**src/rtl/btn_pkg.sv**
```systemverilog
// Shared definitions for btn_event: the FSM state type and the counter-width helper.
package btn_pkg;

    typedef enum logic [1:0] {IDLE, PRESS, HOLD} btn_state_t;

    // The counter must reach HOLD_CYCLES-2 and REPEAT_CYCLES-1, and it is never narrower than 1 bit.
    function automatic int cnt_w(input int hold, input int rpt);
        int m;
        m = (hold > rpt) ? hold : rpt;
        return (m > 1) ? $clog2(m) : 1;
    endfunction

endpackage

```
**src/rtl/btn_event.sv**
```systemverilog
// btn_event: turns a debounced button level into press/release/click/long/repeat pulses.
// Build option: define BTN_AUTOREPEAT_EN to enable auto-repeat pulses while the button is held.
module btn_event
    import btn_pkg::*;
#(
    parameter bit ACTIVE_LOW    = 1'b0,
    parameter int HOLD_CYCLES   = 8,
    parameter int REPEAT_CYCLES = 4
) (
    input  logic clk,
    input  logic rst_n,
    input  logic btn_lvl,
    output logic press_p,
    output logic release_p,
    output logic click_p,
    output logic long_p,
    output logic rpt_p,
    output logic held
);

    localparam int CW = cnt_w(HOLD_CYCLES, REPEAT_CYCLES);
    localparam logic [CW-1:0] HOLD_LAST = CW'(HOLD_CYCLES - 2);
`ifdef BTN_AUTOREPEAT_EN
    localparam logic [CW-1:0] REPEAT_LAST = CW'(REPEAT_CYCLES - 1);
`endif

    btn_state_t    state_q, state_d;
    logic [CW-1:0] cnt_q, cnt_d;
    logic          press_q, press_d;
    logic          release_q, release_d;
    logic          click_q, click_d;
    logic          long_q, long_d;
    logic          held_q, held_d;
`ifdef BTN_AUTOREPEAT_EN
    logic          rpt_q, rpt_d;
`endif
    logic          p;

    assign p = btn_lvl ^ ACTIVE_LOW;

    // A release always wins over a threshold reached on the same edge, so it is tested first.
    always_comb begin
        state_d   = state_q;
        cnt_d     = cnt_q;
        press_d   = 1'b0;
        release_d = 1'b0;
        click_d   = 1'b0;
        long_d    = 1'b0;
`ifdef BTN_AUTOREPEAT_EN
        rpt_d     = 1'b0;
`endif
        case (state_q)
            IDLE: begin
                if (p) begin
                    press_d = 1'b1;
                    state_d = PRESS;
                    cnt_d   = '0;
                end
            end
            PRESS: begin
                if (!p) begin
                    release_d = 1'b1;
                    click_d   = 1'b1;
                    state_d   = IDLE;
                    cnt_d     = '0;
                end else if (cnt_q == HOLD_LAST) begin
                    long_d  = 1'b1;
                    state_d = HOLD;
                    cnt_d   = '0;
                end else begin
                    cnt_d = cnt_q + CW'(1);
                end
            end
            HOLD: begin
                if (!p) begin
                    release_d = 1'b1;
                    state_d   = IDLE;
                    cnt_d     = '0;
                end
`ifdef BTN_AUTOREPEAT_EN
                else if (cnt_q == REPEAT_LAST) begin
                    rpt_d = 1'b1;
                    cnt_d = '0;
                end else begin
                    cnt_d = cnt_q + CW'(1);
                end
`endif
            end
            default: begin
                state_d = IDLE;
                cnt_d   = '0;
            end
        endcase
        held_d = (state_d != IDLE);
    end

    always_ff @(posedge clk or negedge rst_n) begin
        if (!rst_n) begin
            state_q   <= IDLE;
            cnt_q     <= '0;
            press_q   <= 1'b0;
            release_q <= 1'b0;
            click_q   <= 1'b0;
            long_q    <= 1'b0;
            held_q    <= 1'b0;
`ifdef BTN_AUTOREPEAT_EN
            rpt_q     <= 1'b0;
`endif
        end else begin
            state_q   <= state_d;
            cnt_q     <= cnt_d;
            press_q   <= press_d;
            release_q <= release_d;
            click_q   <= click_d;
            long_q    <= long_d;
            held_q    <= held_d;
`ifdef BTN_AUTOREPEAT_EN
            rpt_q     <= rpt_d;
`endif
        end
    end

    assign press_p   = press_q;
    assign release_p = release_q;
    assign click_p   = click_q;
    assign long_p    = long_q;
    assign held      = held_q;
`ifdef BTN_AUTOREPEAT_EN
    assign rpt_p     = rpt_q;
`else
    assign rpt_p     = 1'b0;
`endif

endmodule

```
**config.mk**
```make
export PLATFORM = sky130hd
export DESIGN_NAME = btn_event
export DESIGN_NICKNAME = d
export VERILOG_FILES = /design/src/rtl/btn_pkg.sv /design/src/rtl/btn_event.sv
export SDC_FILE = /design/constraint.sdc
export NUM_CORES = 1
export LEC_CHECK = 0
export BUFFER_PORTS_ARGS = -buffer_cell sky130_fd_sc_hd__buf_2
export CAP_MARGIN = 25
export CORE_MARGIN = 5
export CORE_UTILIZATION = 35
export CTS_BUF_LIST = sky130_fd_sc_hd__clkbuf_16
export CTS_CLUSTER_SIZE = 8
export DETAILED_ROUTE_END_ITERATION = 16
export GPL_ROUTABILITY_DRIVEN = 0
export GPL_TIMING_DRIVEN = 1
export PLACE_DENSITY = 0.61
export SLEW_MARGIN = 10
export SYNTH_ARGS = -nofsm -noshare
export SYNTH_HDL_FRONTEND = slang
export SYNTH_SLANG_ARGS = --single-unit
```
**constraint.sdc**
```tcl
create_clock -name clk -period 1.4 [get_ports clk]
set_input_delay 0.14 -clock clk [delete_from_list [all_inputs] [get_ports clk]]
set_output_delay 0.14 -clock clk [all_outputs]
set_load 0.005 [all_outputs]
```
==> flow_results.org <==
** Status
- The flow ran to the end, and the final reports show no timing, DRC or antenna violations.

** Drt
- In the routed layout, each cell is associated on average with a via count of around 5.3.
- Number of routed nets with antenna violations :: 0
- Post-detailed-route wirelength per cell :: 13.2 um
- The final layout contains routed wiring with a total length of 1.13 mm.
- In the detailed route, the total length drawn on met3 is 66 um.
- Via total after detailed routing :: about 450
- After the first detailed-routing iteration, the DRC count stood at 6.
- The detailed router used layers up to and including met4.
- Count of TritonRoute iterations in the first routing pass :: 3
- DR DRC count :: 0
- Routed metal-1 wirelength :: 489 um
- Met2 routed wirelength :: 526 um

** Setup path
- Along the worst path, the maximum fanout reaches 4.
- In this run the critical register-to-register path is captured at cnt_q[2].
- STA puts the critical path data arrival time at between 1000 and 1500 ps.
- Measured in cells, the most critical reg-to-reg path has a length of 5.
- The worst setup path is of the flip-flop to flip-flop kind.
- Kind of start point of the critical path :: flip-flop
- The worst setup path is captured at a flip-flop.
- Reg-to-reg startpoint :: state_q[1]
- Data on the critical path is required at its endpoint by 1520 ps.
- The setup check on the worst reg-to-reg path leaves a slack of 30 ps.

** Finish
- The net count of the finished layout is 78.
- Fill cell total of the finished layout :: 131
- The finished cells cover 781 um2.
- Share of cells above drive strength 1 :: about two fifths
- Antenna Cells :: 0
- Layout overhead on the synthesized area :: 49.3%

** Hold path
- For hold timing, the worst endpoint is click_p.
- Number of cells traversed by the worst hold path :: 2
- The path class of the tightest hold or removal check is input pin to flip-flop.
- The startpoint identified for the worst hold timing path is btn_lvl.

** Floorplanning
- Die area :: about 2400 um2
- CORE AREA :: between 1000 and 1500 um2
- The die is 48.7 um tall.
- Once the floorplan was initialized, standard cells occupied between 30% and 40% of the core.
- For this design the top-level I/O count stands at 9.
- Die boundary width :: 48.7 um
- The floorplan has 14 rows.

** Synth
- Synthesized area per cell :: 10.7 um2
- Warnings from Yosys :: 0
- Portion of the post-synthesis area used by sequential elements :: 47.8%
- After synthesis, the most frequently instantiated cells are sky130_fd_sc_hd__dfrtp_1 (10), sky130_fd_sc_hd__ha_1 (4), sky130_fd_sc_hd__inv_1 (3), sky130_fd_sc_hd__nand2_1 (3).
- Proportion of netlist area held by the largest area contributor :: 47.8%
- In this run, distinct cell masters in the synthesized netlist total 26.
- Flop and latch count out of synthesis :: 10
- In this run, synthesis inferred 0 flip-flops with an integrated enable.
- Leading cell type by number of instances after synthesis :: sky130_fd_sc_hd__dfrtp_1
- The cell count after synthesis came out at 49.
- Dominant cells by area after synthesis :: sky130_fd_sc_hd__dfrtp_1 (48%), sky130_fd_sc_hd__ha_1 (9.6%), sky130_fd_sc_hd__o221ai_1 (3.3%)
- Async set-reset flop share out of synthesis :: between 90% and 100%
- The synthesized netlist occupies a cell area of ~520 um2.
- sky130_fd_sc_hd__dfrtp_1 takes more of the synthesized area than any other cell.
- Post-Synthesis Net Count :: 56
- Top FF cell, synth :: sky130_fd_sc_hd__dfrtp_1

** Place
- Detailed placement finished with a half-perimeter wire length of 765 um.
- Prior to clock tree synthesis, the placed netlist has a worst setup slack of -14.1 ps.
- Placed inst area :: between 600 and 700 um2
- Buffers placed on the I/O ports in this run total 7.

** Global route
- The initial antenna violation count came to 0.
- Vias in the first global route :: 447
- Global routing finished with a remaining overflow of 0.
- Entering global routing, the biggest net connects 12 pins.
- Tot GR Track Use :: 10.2%
- First-pass GRT wire length :: 1.84 mm

** Timing
- After layout, the worst setup slack is 35.0 ps.
- Top achievable clock speed :: 733 MHz
- Tcrit/Tclk final :: 97.5%
- Maximum clock skew at final layout :: 0.706 ps
- The routed design could run at a clock period as short as 1370 ps.
- Setup violators final :: 0
- The final number of max-transition violations is 0.
- The count of endpoints failing hold in the final timing report is 0.

** Clock network
- Max Root-Sink Buffers :: 2
- TritonCTS clock tree :: yes
- Clock insertion delay at the later pin of the skew report :: 240 ps
- In this run the number of H-tree levels came out at 1.
- Clock input transition at the sequential cells of the worst setup and hold paths :: 40 ps
- Cts bufs inserted :: 3
- CTS root buf :: sky130_fd_sc_hd__clkbuf_16
- CTS saw 10 sinks.

** Power
- Peak supply drop :: 0.983 mV
- For this design the static power due to leakage is 0.383 nW.
- Power spread over the standard cell area amounts to 1870 nW/um2.

** Job
- Max-cap violations in this run came to 0.
[metal layers]
metal | GRT usage, % | vias to the layer above
met4 | 9.87 | 0
met2 | 15.4 | 12
met5 | 0 | -
met3 | 3.37 | 5
met1 | 10.8 | 217
li1 | - | 218
[layout make-up]
type | instances | area (um2) | share of cell area [%]
Timing Repair Buffer | 19 | 128 | 16.3
Clock inverter | 1 | 3.75 | 0.481
Clock buffer | 3 | 75.1 | 9.62
Multi-Input combinational cell | 34 | 293 | 37.5
Inverter | 3 | 11.3 | 1.44
Sequential cell | 10 | 250 | 32.1
Tap cell | 16 | 20.0 | 2.56
[worst max-delay path by stage]
stage / start / to / slack (ps)
3_3_place_gp: state_q[0] / cnt_q[2] / 40
3_5_place_dp: state_q[0] / cnt_q[2] / -10
4_1_cts: state_q[0] / cnt_q[1] / 3
5_1_grt: state_q[1] / state_q[0] / -5
2_1_floorplan: state_q[0] / cnt_q[2] / 30
6_report: state_q[1] / cnt_q[2] / 30
[logic make-up after synthesis]
| group | count (synthesis) | share of synthesized area (%) |
|---|---|---|
| buffers and inverters | 5 | 4.54 |
| AND/OR/NAND/NOR | 15 | 17.5 |
| flip-flops | 10 | 47.8 |
| AO/OA/AOI/OAI | 13 | 17.9 |
| multiplexers | 1 | 1.91 |
| other | 1 | 0.717 |
| adder cells (fa/ha/maj) | 4 | 9.57 |
[registers in the layout, indices dropped and copies added (netlist names)]
signal,cells
long_p,1
state_q,2
press_p,1
click_p,1
release_p,1
cnt_q,3
held,1
[metrics by stage]
stage | utilization (%) | setup TNS, ps | total power (W) | hold slack (ps) | std cells
floorplan | - | 0 | 0.000643 | -156 | 49
global placement | 43.5 | 0 | 0.000854 | 13.8 | 79
detailed placement | 43.5 | -14.1 | 0.000853 | 16.0 | 79
CTS | 49.9 | 0 | 0.00139 | 214 | 84
global route | 53.7 | -4.85 | 0.00155 | 244 | 86
finish | 53.7 | 0 | 0.00146 | 219 | 86
[critical path: stages, from the launching register on]
cell and delay, ps:
sky130_fd_sc_hd__dfrtp_1 370, sky130_fd_sc_hd__inv_1 90, sky130_fd_sc_hd__ha_1 220, sky130_fd_sc_hd__mux2i_2 230, sky130_fd_sc_hd__o21ai_0 140, sky130_fd_sc_hd__a22o_1 190
[layout by cell type, fill, tap and decap left out]
cell type,n
sky130_fd_sc_hd__a21o_1,2
sky130_fd_sc_hd__a21oi_1,1
sky130_fd_sc_hd__a22o_1,1
sky130_fd_sc_hd__a31oi_1,1
sky130_fd_sc_hd__a31oi_2,1
sky130_fd_sc_hd__and2_1,2
sky130_fd_sc_hd__and3b_1,1
sky130_fd_sc_hd__buf_2,7
sky130_fd_sc_hd__buf_4,11
sky130_fd_sc_hd__clkbuf_16,3
sky130_fd_sc_hd__clkinv_1,1
sky130_fd_sc_hd__conb_1,1
sky130_fd_sc_hd__dfrtp_1,10
sky130_fd_sc_hd__dlygate4sd3_1,1
sky130_fd_sc_hd__ha_1,2
sky130_fd_sc_hd__ha_2,1
sky130_fd_sc_hd__ha_4,1
sky130_fd_sc_hd__inv_1,3
sky130_fd_sc_hd__mux2i_2,1
sky130_fd_sc_hd__nand2_1,2
sky130_fd_sc_hd__nand2_2,1
sky130_fd_sc_hd__nand2b_1,1
sky130_fd_sc_hd__nand3_1,1
sky130_fd_sc_hd__nand3b_1,1
sky130_fd_sc_hd__nor2b_1,2
sky130_fd_sc_hd__nor3_2,1
sky130_fd_sc_hd__nor4b_2,1
sky130_fd_sc_hd__o21ai_0,2
sky130_fd_sc_hd__o221ai_1,2
sky130_fd_sc_hd__o31ai_1,1
sky130_fd_sc_hd__o41ai_1,2
sky130_fd_sc_hd__or2b_1,1
sky130_fd_sc_hd__or3_4,1
[report_power, final]
group | leakage, nW | internal, W | switching, W
registers | 0.131 | 0.000369 | 0.0000418
clock network | 0.0385 | 0.000375 | 0.000140
logic | 0.214 | 0.000288 | 0.000247
[repair_timing]
item                                    CTS  global route
endpoints found under the setup margin    1             4
hold endpoints to repair                 10             0
buffers inserted                          0             2
cloned                                    0             0
pin swaps                                 0             1
resized for setup                         1             8
hold buffers                              1             0
(Power assumes the default switching activity.)
